`src/rtl/rotary_encoder.sv`:
```
// rtl/rotary_encoder.sv - quadrature rotary encoder front end producing a pwm level
module rotary_encoder #(
  parameter int WIDTH           = 8,
  parameter int DEBOUNCE_CYCLES = 8,
  parameter int STEP            = 1,
  parameter int SATURATE        = 0
) (
  input  logic             clk,
  input  logic             reset,
  input  logic             a,
  input  logic             b,
  output logic [WIDTH-1:0] value,
  output logic             step_up,
  output logic             step_down
);

  // Debounce counters only ever hold 0..DEBOUNCE_CYCLES-1; the settle counter holds 0..DEBOUNCE_CYCLES+1.
  localparam int CNT_W = (DEBOUNCE_CYCLES > 1) ? $clog2(DEBOUNCE_CYCLES) : 1;
  localparam int SET_W = $clog2(DEBOUNCE_CYCLES + 2);
  localparam logic [CNT_W-1:0] CNT_LAST = CNT_W'(DEBOUNCE_CYCLES - 1);
  localparam logic [SET_W-1:0] SET_LAST = SET_W'(DEBOUNCE_CYCLES + 1);
  localparam logic [WIDTH:0]   STEP_EXT = (WIDTH + 1)'(STEP);

  typedef enum logic {INIT, RUN} state_t;

  state_t           state;
  logic [SET_W-1:0] settle;
  logic             a_s1, a_s2, b_s1, b_s2;
  logic             a_deb, b_deb, a_prev, b_prev;
  logic [CNT_W-1:0] a_cnt, b_cnt;
  logic [WIDTH:0]   sum_ext, diff_ext;
  logic [WIDTH-1:0] up_val, dn_val;

  // Two-flop synchronisers bring the raw asynchronous lines into the clk domain.
  always_ff @(posedge clk) begin
    if (reset) begin
      a_s1 <= 1'b0;
      a_s2 <= 1'b0;
      b_s1 <= 1'b0;
      b_s2 <= 1'b0;
    end else begin
      a_s1 <= a;
      a_s2 <= a_s1;
      b_s1 <= b;
      b_s2 <= b_s1;
    end
  end

  // Next value one step up or down, with the carry/borrow bit kept to detect wrap.
  always_comb begin
    sum_ext  = {1'b0, value} + STEP_EXT;
    diff_ext = {1'b0, value} - STEP_EXT;
    up_val   = sum_ext[WIDTH-1:0];
    dn_val   = diff_ext[WIDTH-1:0];
    if ((SATURATE != 0) && sum_ext[WIDTH]) begin
      up_val = '1;
    end
    if ((SATURATE != 0) && diff_ext[WIDTH]) begin
      dn_val = '0;
    end
  end

  // Settle FSM, per-channel debounce and registered direction decode.
  always_ff @(posedge clk) begin
    if (reset) begin
      state     <= INIT;
      settle    <= '0;
      a_deb     <= 1'b0;
      b_deb     <= 1'b0;
      a_prev    <= 1'b0;
      b_prev    <= 1'b0;
      a_cnt     <= '0;
      b_cnt     <= '0;
      value     <= '0;
      step_up   <= 1'b0;
      step_down <= 1'b0;
    end else begin
      step_up   <= 1'b0;
      step_down <= 1'b0;
      case (state)
        INIT: begin
          // Absorb the resting encoder levels so the first RUN cycle sees no change.
          a_deb  <= a_s2;
          b_deb  <= b_s2;
          a_prev <= a_s2;
          b_prev <= b_s2;
          a_cnt  <= '0;
          b_cnt  <= '0;
          if (settle == SET_LAST) begin
            state <= RUN;
          end else begin
            settle <= settle + 1'b1;
          end
        end
        RUN: begin
          if (a_s2 == a_deb) begin
            a_cnt <= '0;
          end else if (a_cnt == CNT_LAST) begin
            a_deb <= a_s2;
            a_cnt <= '0;
          end else begin
            a_cnt <= a_cnt + 1'b1;
          end
          if (b_s2 == b_deb) begin
            b_cnt <= '0;
          end else if (b_cnt == CNT_LAST) begin
            b_deb <= b_s2;
            b_cnt <= '0;
          end else begin
            b_cnt <= b_cnt + 1'b1;
          end
          a_prev <= a_deb;
          b_prev <= b_deb;
          // Only an A edge with B steady is a detent; A and B together is a skipped state.
          if ((a_deb != a_prev) && (b_deb == b_prev)) begin
            if (a_deb != b_deb) begin
              value   <= up_val;
              step_up <= 1'b1;
            end else begin
              value     <= dn_val;
              step_down <= 1'b1;
            end
          end
        end
        default: state <= INIT;
      endcase
    end
  end

endmodule

```
`config.mk`:
```
export PLATFORM = sky130hd
export DESIGN_NAME = rotary_encoder
export DESIGN_NICKNAME = d
export VERILOG_FILES = /design/src/rtl/rotary_encoder.sv
export SDC_FILE = /design/constraint.sdc
export NUM_CORES = 1
export LEC_CHECK = 0
export BUFFER_PORTS_ARGS = -buffer_cell sky130_fd_sc_hd__buf_2
export CAP_MARGIN = 20
export CORE_ASPECT_RATIO = 0.7
export CORE_UTILIZATION = 49
export CTS_CLUSTER_DIAMETER = 40
export DETAILED_ROUTE_END_ITERATION = 10
export PLACE_DENSITY = 0.77
export SLEW_MARGIN = 40
export SYNTH_ARGS = -nofsm -noshare
export SYNTH_HDL_FRONTEND = slang
export SYNTH_SLANG_ARGS = --single-unit
export TNS_END_PERCENT = 30
```
`constraint.sdc`:
```
create_clock -name clk -period 2.7 [get_ports clk]
set_clock_uncertainty 0.2 [all_clocks]
set_input_delay 0.135 -clock clk [delete_from_list [all_inputs] [get_ports clk]]
set_output_delay 0.135 -clock clk [all_outputs]
set_load 0.005 [all_outputs]
```
# Word level (Yosys, flattened, before mapping)
# Cells that the tools add are included.
[totals]
reg_bits = 29
input_bits = 4
output_inout_bits = 10
[op_classes]
n_addsub = 5
n_eq_ne = 12
n_mux = 19
bitwise = 3
reduce_logical = 6
[ops]
columns = ["operator", "n"]
rows = [
  ["$mux W3", 4],
  ["$pmux W3 S2", 2],
  ["$add A8 B1 Y8 const B", 1],
  ["$mux W1", 8],
  ["$mux W8", 1],
  ["$pmux W1 S2", 4],
  ["$reduce_and A2 Y1", 4],
  ["$sub A8 B1 Y8 const B", 1],
  ["$add A3 B1 Y3 const B", 2],
  ["$eq A3 B3 Y1 const B", 2],
  ["$add A4 B1 Y4 const B", 1],
  ["$eq A4 B4 Y1 const B", 1],
  ["$ne A2 B1 Y1 const B", 2],
  ["$ne A2 B2 Y1 const B", 2],
  ["$eq A1 B1 Y1", 3],
  ["$not A1 Y1", 3],
  ["$reduce_or A3 Y1", 1],
  ["$ne A1 B1 Y1", 2],
  ["$logic_and A1 B1 Y1", 1],
]

# Longest topological paths before layout
# Gate-level depths: netlist (run 1).
[logic_depth]
ltp_word = 4
depth_mapped = 8

# Least setup slack after synthesis (run 1)
# Ideal clock, no wire load.
[synth_path]
path_type = "reg-to-reg"
from = "register a_deb"
to = "register value[2]"
setup_time_ps = 123
t_arrival_ps = 1793
t_required_ps = 2377
slack_ps = 584
path_stages_with_launch = 8
path_buffers = 1
path_cell_list = "dfxtp_1 > buf_6 > xor2_4 > xnor2_1 > ha_1 > or3_1 > a21oi_1 > mux2_1"
[synth_via]
elab_chain_len = 3
[synth_rtl]
columns = ["item", "line_no", "rtl"]
rows = [
  ["start, declared", "29", "logic a_deb, b_deb, a_prev, b_prev;"],
  ["start signal, assigned", "83", "a_deb <= a_s2;"],
  ["start signal, assigned", "99", "a_deb <= a_s2;"],
  ["$ne A1 B1 Y1", "115", "if ((a_deb != a_prev) && (b_deb == b_prev)) begin"],
  ["$logic_and A1 B1 Y1", "115", ""],
  ["$reduce_and A2 Y1 (no source line)", "-", ""],
  ["end signal, assigned", "117", "value <= up_val;"],
  ["end signal, assigned", "120", "value <= dn_val;"],
  ["end, declared", "12", "output logic [WIDTH-1:0] value,"],
]
# Parallel ways exist; a longest one is shown, timed or not.
# A chain may end at the register's enable or synchronous reset.

# Worst setup path after layout (run 1)
[layout_path]
from = "register b_deb"
to = "register value[2]"
[layout_via]
elab_chain_len = 3
[layout_rtl]
columns = ["item", "line_no", "rtl"]
rows = [
  ["start, declared", "29", ""],
  ["start signal, assigned", "84", "b_deb <= b_s2;"],
  ["start signal, assigned", "107", "b_deb <= b_s2;"],
  ["$eq A1 B1 Y1", "115", ""],
  ["$logic_and A1 B1 Y1", "115", ""],
  ["$reduce_and A2 Y1 (no source line)", "-", ""],
]
# Parallel ways exist; a longest one is shown, timed or not.

==> impl_metrics.tcl, run 1 <==
set metrics [dict create \
    first_global_vias 890 \
    cts_tree "built" \
    clk_pin_slew_worst_paths_ps 60 \
    design_area_um2 1550 \
    netlist.area_leader.share_pct 43.0 \
    core_um2 2530 \
    syn_area_um2 1350 \
    endpoint_kind "register" \
    setup_viol 0 \
    drive_above_1_share_pct 17.6 \
    postSynthCellCount 138 \
    required_ps 2650 \
    peakVddDrop_v 0.000333 \
    ys_ff_latch 29 \
    fillerInstances 210 \
    port_buffers 13 \
    start_util_pct 53.3 \
    overflow 0 \
    tns_ps 0 \
    max-cap-violations 0 \
    synth_area_leader_cell "dfxtp_1" \
    htreeDepth 2 \
    dieArea_um2 2970 \
    nNetsFinal 163 \
    grt_pass1_wl_mm 3.82 \
    cts_root_buffer "clkbuf_8" \
    relSlewSlack_pct 63.6 \
    routed_wl_mm 2.25 \
    rsz0062_at_grt "no" \
    period_needed_ps 2410 \
    cts_setup_buffers 0 \
    synth_nets 149 \
    clockBufferDepth 2 \
    power_leakage_nw 0.702 \
    row_count 15 \
    dpl.cell_count 177 \
    fp.dieH_um 45.9 \
    ant_nets 0 \
    worstPathMaxFanout 10 \
    hold_viol_final 0 \
    antenna_found_initial 0 \
    status "finished, final reports clean" \
    num_vias 986 \
    final_cell_mix "29 x dfxtp_1, 18 x nor2_1, 13 x buf_2" \
    clock_latency_ps 280 \
    tightest_slew_ps 546 \
    slew_violations 0 \
    synth_cell_types 35 \
    grt_max_degree 34 \
    finalCritPeriodShare_pct 89.1 \
    ys_top_cells_by_area "dfxtp_1 43%, ha_1 6.5%, nor2_1 5.0%" \
    drc 0 \
    multi_input_area_um2 709 \
    place_congestion 0.801 \
    numCtsBuffers 5 \
    area_growth_pct 14.6 \
    first_iter_violations 57 \
    postLayoutCoreUtil_pct 61.1 \
    hold_class "input pin to register" \
    arrival_ps 2360 \
    ios 14 \
    hpwl_mm 1.55 \
    ff_latch_area_um2 581 \
    vias_per_cell 5.27 \
    final_common_cell "dfxtp_1" \
    cts.sinks 29 \
    antenna_cells 0 \
    postPlaceCellArea_um2 1410 \
    power.density_nw_per_um2 609 \
    power_mw 0.943 \
    gr-usage-all-layers_pct 18.2 \
    syn_area_per_cell_um2 9.79 \
    chipWidth_um 64.8 \
    final_cell_count_no_fill 187 \
    ys_seq_area_share_pct 43.0 \
    yosys_warnings 0 \
    startpoint_type "register" \
    detail_route.first_pass.iterations 4 \
    path_class "register to register" \
    drt-wirelength-per-cell_um 12.0 \
    fmax_mhz 415 \
]
## area by class of cell
| cell class | count | share of cell area [%] |
|---|---|---|
| inverters | 3 | 0.727 |
| multi-input cells | 98 | 45.8 |
| clock buffers | 6 | 5.33 |
| flip-flops and latches | 29 | 37.5 |
| well taps | 34 | 2.75 |
| repair buffers | 15 | 5.49 |
| clock inverters | 2 | 2.42 |
## cells by family after synthesis
kind of cell               count (synthesis)  share of synthesized area [%]
muxes                                     11                           8.70
xor gates and xnor gates                  10                           7.87
AOI/OAI and AO/OA                         10                           4.35
buffers and inverters                     11                           4.54
and+or+nand+nor                           60                           25.1
adders and majority gates                  7                           6.48
DFF                                       29                           43.0
## sequential cells by signal, indices dropped and copies added (netlist names), 3 cells and up
register and cells:
a_cnt 3, b_cnt 3, settle 4, value 8
## timing repair
action                                 CTS  global route
hold buffers                             2             0
endpoints found under the hold margin    2             0
resized for setup                        0             0
## routing by layer
metal	vias up	track usage [%]	wire, um
li1	499	-	-
met2	19	27.9	995
met4	0	10.7	37
met1	464	21.5	1100
met3	4	8.00	123
met5	-	0	0
## power by group
part           leakage [nW]  switching, mW  internal (mW)
Sequential            0.235        0.00835          0.437
Combinational         0.409         0.0218         0.0179
Clock                0.0574          0.159          0.299
Total                 0.702          0.189          0.754
## cell usage after synthesis
cell	count
a211oi_1	2
mux2_2	3
nand4_1	4
nand3b_1	1
and2b_1	1
a21oi_1	6
clkbuf_1	4
or4_1	1
nand2_1	2
and3_1	1
nor4_1	2
nand2b_1	2
dfxtp_1	29
ha_1	7
mux2i_1	5
nor2_1	18
nand3_1	4
xor2_1	2
inv_1	3
or3_1	1
buf_2	1
nand3_4	1
nor2b_1	9
mux2_1	3
a21o_1	1
and4_1	1
nand4b_1	1
xor2_4	1
nor4_2	1
nor3_1	6
a31oi_1	1
buf_4	1
and2_1	4
xnor2_1	7
buf_6	2
## through the flow
stage                     hold WS [ps]  setup slack, ps
final                              127              293
after global routing               151              140
after CTS                          126              265
after detailed placement           153              318
after global placement             145              394
after floorplan                   63.2              584
## worst paths after layout
kind / cells after the start / slack, ps / start / end
worst min-delay path: 2 / 130 / reset / a_deb
worst max register to register: 6 / 290 / b_deb / value[2]
worst max-delay path: 6 / 290 / b_deb / value[2]
worst min register to register: 1 / 240 / a_s1 / a_s2
## worst max-delay path, stage by stage (launching register included)
cell and delay [ps]:
dfxtp_1 550, xor2_4 290, xnor2_1 110, ha_1 250
or3_1 360, a21oi_1 170, mux2_1 350
Note: power is estimated with default switching activity, not from simulation.
==> run 2: changes to the inputs <==
ABC_AREA = 1   (was default)
==> impl_metrics.tcl, run 2 <==
set metrics [dict create \
    cts_root_buffer "clkbuf_8" \
    postSynthCellCount 203 \
    path_class "register to register" \
    synth_nets 214 \
    endpoint_kind "register" \
    postCtsHoldBufs 3 \
    largest_register "value" \
    area_growth_pct 14.3 \
    synthArstFlopShare_pct 0 \
    port_buffers 13 \
    hpwl_mm 2.09 \
    ys_top_cells_by_count "45 x nand2_1, 30 x inv_1, 29 x dfxtp_1" \
    first_global_vias 972 \
    multi_input_area_um2 734 \
    startpoint_type "register" \
    postPlaceCellArea_um2 1550 \
    clockBufferDepth 2 \
    dieArea_um2 3180 \
    nNetsFinal 234 \
    ys_ff_latch 29 \
    gr-usage-all-layers_pct 19.6 \
    max_stage_delay_ps 460 \
    crit_chain "inv_2 -> nand2_1 -> nand3_1 -> nand2_1 -> inv_1 -> ha_1 -> inv_1 -> nand2_1 -> nand2_1 -> nand3_1 -> nand2_1 -> nand3_1 -> nand2_1 -> inv_1" \
    synth_edf_count 0 \
    clk_pin_slew_worst_paths_ps 60 \
    synth_cell_types 22 \
    synth-main-ff-cell "dfxtp_1" \
    vias_per_cell 5.03 \
    largest_register_ffs 8 \
    finalCritPeriodShare_pct 74.4 \
    netlist.area_leader.share_pct 40.0 \
    period_needed_ps 2010 \
    rsz0062_at_grt "no" \
    hold_class "register to register" \
    required_ps 2670 \
    first_iter_violations 63 \
    grt_max_degree 15 \
    row_count 16 \
    final_common_cell "nand2_1" \
    start_util_pct 51.7 \
    clock_latency_ps 270 \
    fillerInstances 269 \
    place_congestion 0.933 \
    synth.most_common_cell "nand2_1" \
    syn_area_um2 1450 \
    detail_route.first_pass.iterations 4 \
    drc 0 \
    ant_nets 0 \
    synth_area_leader_cell "dfxtp_1" \
    pre_cts_ws_ps 721 \
    ys_seq_area_share_pct 40.0 \
    reg_top3 "value (8), settle (4)" \
    syn_area_per_cell_um2 7.14 \
    status "finished, final reports clean" \
    htreeDepth 2 \
    overflow 0 \
    crit_path_frequent_cell "nand2_1" \
    cts_tree "built" \
    grt_pass1_wl_mm 4.46 \
    relSlewSlack_pct 76.1 \
    peakVddDrop_v 0.000340 \
    core_um2 2800 \
    ios 14 \
    hold_viol_final 0 \
    setup_viol 0 \
    arrival_ps 1980 \
    fp.dieH_um 47.5 \
    routed_wl_mm 2.85 \
    fin_ws_ps 691 \
    power_mw 0.836 \
    hold_ws_ps 204 \
    cp_slowest_cell "dfxtp_1" \
    antenna_cells 0 \
    power.density_nw_per_um2 504 \
    ys_top_cells_by_area "dfxtp_1 40%, nand2_1 12%, inv_1 7.8%" \
    cts_setup_buffers 0 \
    numCtsBuffers 5 \
    power_leakage_nw 0.858 \
    antenna_found_initial 0 \
    cts.sinks 29 \
    drt-wirelength-per-cell_um 11.0 \
    ff_latch_area_um2 581 \
    fmax_mhz 498 \
    max-cap-violations 0 \
    slew_violations 0 \
    tns_ps 0 \
    design_area_um2 1660 \
    worstPathMaxFanout 6 \
    tightest_slew_ps 357 \
    num_vias 1309 \
    drive_above_1_share_pct 13.4 \
    chipWidth_um 67.0 \
    final_cell_mix "45 x nand2_1, 30 x inv_1, 29 x dfxtp_1" \
    yosys_warnings 0 \
    cts_resized 0 \
]
-- run 2: cell count changes in the layout (fill, tap and decap cells not counted), sizes merged, moves of 3 or more --
| cell | previous run | this run |
|---|---|---|
| a41o | 0 | 3 |
| inv | 3 | 32 |
| nand3 | 5 | 18 |
| nand2 | 2 | 51 |
| nor3 | 6 | 0 |
| nor2 | 18 | 26 |
| mux2i | 5 | 0 |
| o21ai | 0 | 9 |
| mux2 | 6 | 0 |
| nor2b | 9 | 0 |
| xnor2 | 7 | 2 |
| nor4 | 3 | 0 |
| a21oi | 6 | 11 |
| and2 | 4 | 0 |
-- run 2: kinds of logic (layout without fill, tap and decap cells) --
kind of cell	after synthesis	in the layout	share of synthesized area (%)
flip-flops	29	29	40.0
adder cells (fa/ha/maj)	7	7	6.04
XOR/XNOR	6	6	3.62
AO/OA/AOI/OAI	26	26	10.9
AND/OR/NAND/NOR	100	100	30.1
buffers and inverters	35	56	9.32
-- run 2: stage by stage --
step,util [%],cells
6_report,59.2,260
2_1_floorplan,-,203
3_5_place_dp,55.1,249
4_1_cts,59.2,260
3_3_place_gp,55.1,249
5_1_grt,59.2,260
-- run 2: path summary, 6_finish.rpt --
path	from	to	slack [ps]	cells past startpoint
setup / recovery	a_deb	value[4]	690	14
hold / removal	a_s1	a_s2	200	2
setup reg to reg	a_deb	value[4]	690	14
hold reg to reg	a_s1	a_s2	200	2
-- run 2: worst max-delay path, delay by kind of cell, from the launching register on --
kind	cells	cell delay [ps]
adders and majority gates	1	160
DFF	1	460
and+or+nand+nor	9	870
buffers and inverters	4	210
-- run 2: power by group --
part	internal (mW)	switching, mW
clock	0.178	0.155
combinational	0.0221	0.0363
sequential	0.437	0.00772
total	0.637	0.199
-- run 2: area by class of cell --
class | instances | share of cell area (%)
Inverter | 32 | 7.25
Sequential cell | 29 | 35.0
Tap cell | 36 | 2.72
Timing Repair Buffer | 16 | 5.74
Clock buffer | 6 | 4.38
Clock inverter | 2 | 0.604
Multi-Input combinational cell | 139 | 44.3
-- run 2: metal layers --
| metal | track usage (%) | routed length [um] |
|---|---|---|
| met3 | 6.43 | 258 |
| met2 | 25.0 | 1100 |
| met5 | 0 | 0 |
| met1 | 30.1 | 1480 |
| met4 | 5.53 | 18 |
==> run 3: changes to the inputs <==
PLACE_DENSITY = 0.8   (was 0.77)
clock period = 1.8 ns   (was 2.7 ns; I/O delays follow)
==> impl_metrics.tcl, run 3 (synthesis gave the netlist of run 2 again) <==
set metrics [dict create \
    arrival_ps 1770 \
    antenna_cells 0 \
    detail_route.first_pass.iterations 4 \
    overflow 0 \
    grt_max_degree 15 \
    tightest_slew_ps 377 \
    reg2reg_to "value[7]" \
    antenna_found_initial 0 \
    endpoint_kind "register" \
    power_mw 1.49 \
    chipWidth_um 67.0 \
    fmax_mhz 562 \
    fp.dieH_um 47.5 \
    r2r_slack_ps 20 \
    slew_violations 0 \
    startpoint_type "register" \
    path_class "register to register" \
    drt-wirelength-per-cell_um 11.9 \
    pwr-share-comb_pct 7.6 \
    power_leakage_nw 0.941 \
    core_um2 2800 \
    final_cell_mix "39 x nand2_1, 30 x inv_1, 27 x dfxtp_1" \
    drc 0 \
    start_util_pct 51.7 \
    multi_input_area_um2 830 \
    crit_start "a_deb" \
    gr-usage-all-layers_pct 19.9 \
    routed_wl_mm 3.21 \
    clock_latency_ps 290 \
    drive_above_1_share_pct 23.0 \
    relSlewSlack_pct 74.9 \
    hpwl_mm 2.11 \
    cts_root_buffer "clkbuf_8" \
    row_count 16 \
    hold_class "register to register" \
    r2r_cells 12 \
    final_common_cell "nand2_1" \
    min_to "a_s2" \
    tns_ps 0 \
    hp-start "a_s1" \
    largest_register_ffs 8 \
    ios 14 \
    hold_depth 2 \
    ff_latch_area_um2 588 \
    num_vias 1331 \
    first_global_vias 964 \
    vias_per_cell 4.91 \
    sw_frac_of_total_pct 22.7 \
    ant_nets 0 \
    fillerInstances 228 \
    dieArea_um2 3180 \
    p_int_mw 1.15 \
    grt_pass1_wl_mm 4.45 \
    hold_ws_ps 201 \
    finalCritPeriodShare_pct 98.9 \
    rsz0062_at_grt "yes" \
    largest_register "value" \
    port_buffers 13 \
    cts.sinks 29 \
    pre_cts_ws_ps -34.8 \
    p_clk_share_pct 47.6 \
    worstPathMaxFanout 4 \
    setup_viol 0 \
    area_growth_pct 31.1 \
    hold_viol_final 0 \
    place_congestion 0.835 \
    required_ps 1790 \
    power.density_nw_per_um2 782 \
    cts_tree "built" \
    reg_top3 "value (8), settle (4)" \
    switching_power_mw 0.337 \
    status "finished, final reports clean" \
    numCtsBuffers 5 \
    period_needed_ps 1780 \
    max-cap-violations 0 \
    peakVddDrop_v 0.000445 \
    clk_pin_slew_worst_paths_ps 70 \
    clockBufferDepth 2 \
    p_seq_share_pct 44.8 \
    fin_ws_ps 19.3 \
    first_iter_violations 89 \
    htreeDepth 2 \
    r2r-start "a_deb" \
    nNetsFinal 245 \
]
-- run 3: worst max-delay path: stages, from the launching register on --
cell      delay, ps
dfxtp_4         390
buf_6           120
nand2_8          60
nand3_4          70
buf_4           110
buf_4           120
nand3_2          80
o21bai_4        190
nand2_2          70
nand3_1          60
nand2_1          50
nor2_1          120
nor2_1           50
-- run 3: metrics by stage --
step	std cells	instance area, um^2	utilization [%]
3_5_place_dp	255	1590	56.7
3_3_place_gp	255	1590	56.7
5_1_grt	271	1900	67.9
2_1_floorplan	203	1450	-
6_report	271	1900	67.9
4_1_cts	269	1780	63.3
-- run 3: how the worst max path moves through the flow --
stage                     to  slack [ps]  cells past startpoint
finish              value[7]          20                     12
global route        value[4]         -50                     14
CTS                 value[4]           8                     14
detailed placement  value[4]         -30                     14
global placement    value[4]          30                     14
floorplan           value[4]          30                     15
-- run 3: power by group through the flow --
stage / clock network (mW) / registers (mW) / logic (mW)
floorplan: 0 / 0.677 / 0.0655
global placement: 0 / 0.680 / 0.0838
detailed placement: 0 / 0.680 / 0.0851
CTS: 0.724 / 0.666 / 0.0953
global route: 0.759 / 0.668 / 0.124
finish: 0.708 / 0.666 / 0.112
-- run 3: cell type report --
type                            count  share of cell area, %
Tap cell                           36                   2.37
Clock inverter                      2                   1.97
Timing Repair Buffer               27                   9.80
Sequential cell                    29                   30.9
Inverter                           32                   6.97
Multi-Input combinational cell    139                   43.6
Clock buffer                        6                   4.34
-- run 3: per-layer routing --
metal | part of all wire [%] | wire (um) | track usage, %
met1 | 51 | 1630 | 28.7
met3 | 7.2 | 232 | 7.38
met2 | 40 | 1300 | 24.8
met5 | 0 | 0 | 0
met4 | 1.7 | 53 | 11.1
-- run 3: repair_timing --
action / CTS / global route
gates cloned: 0 / 0
hold endpoints to repair: 8 / 0
buffers inserted: 1 / 2
gates resized for setup: 3 / 27
setup endpoints to repair: 3 / 6
pin swaps: 2 / 8
hold buffers: 5 / 0
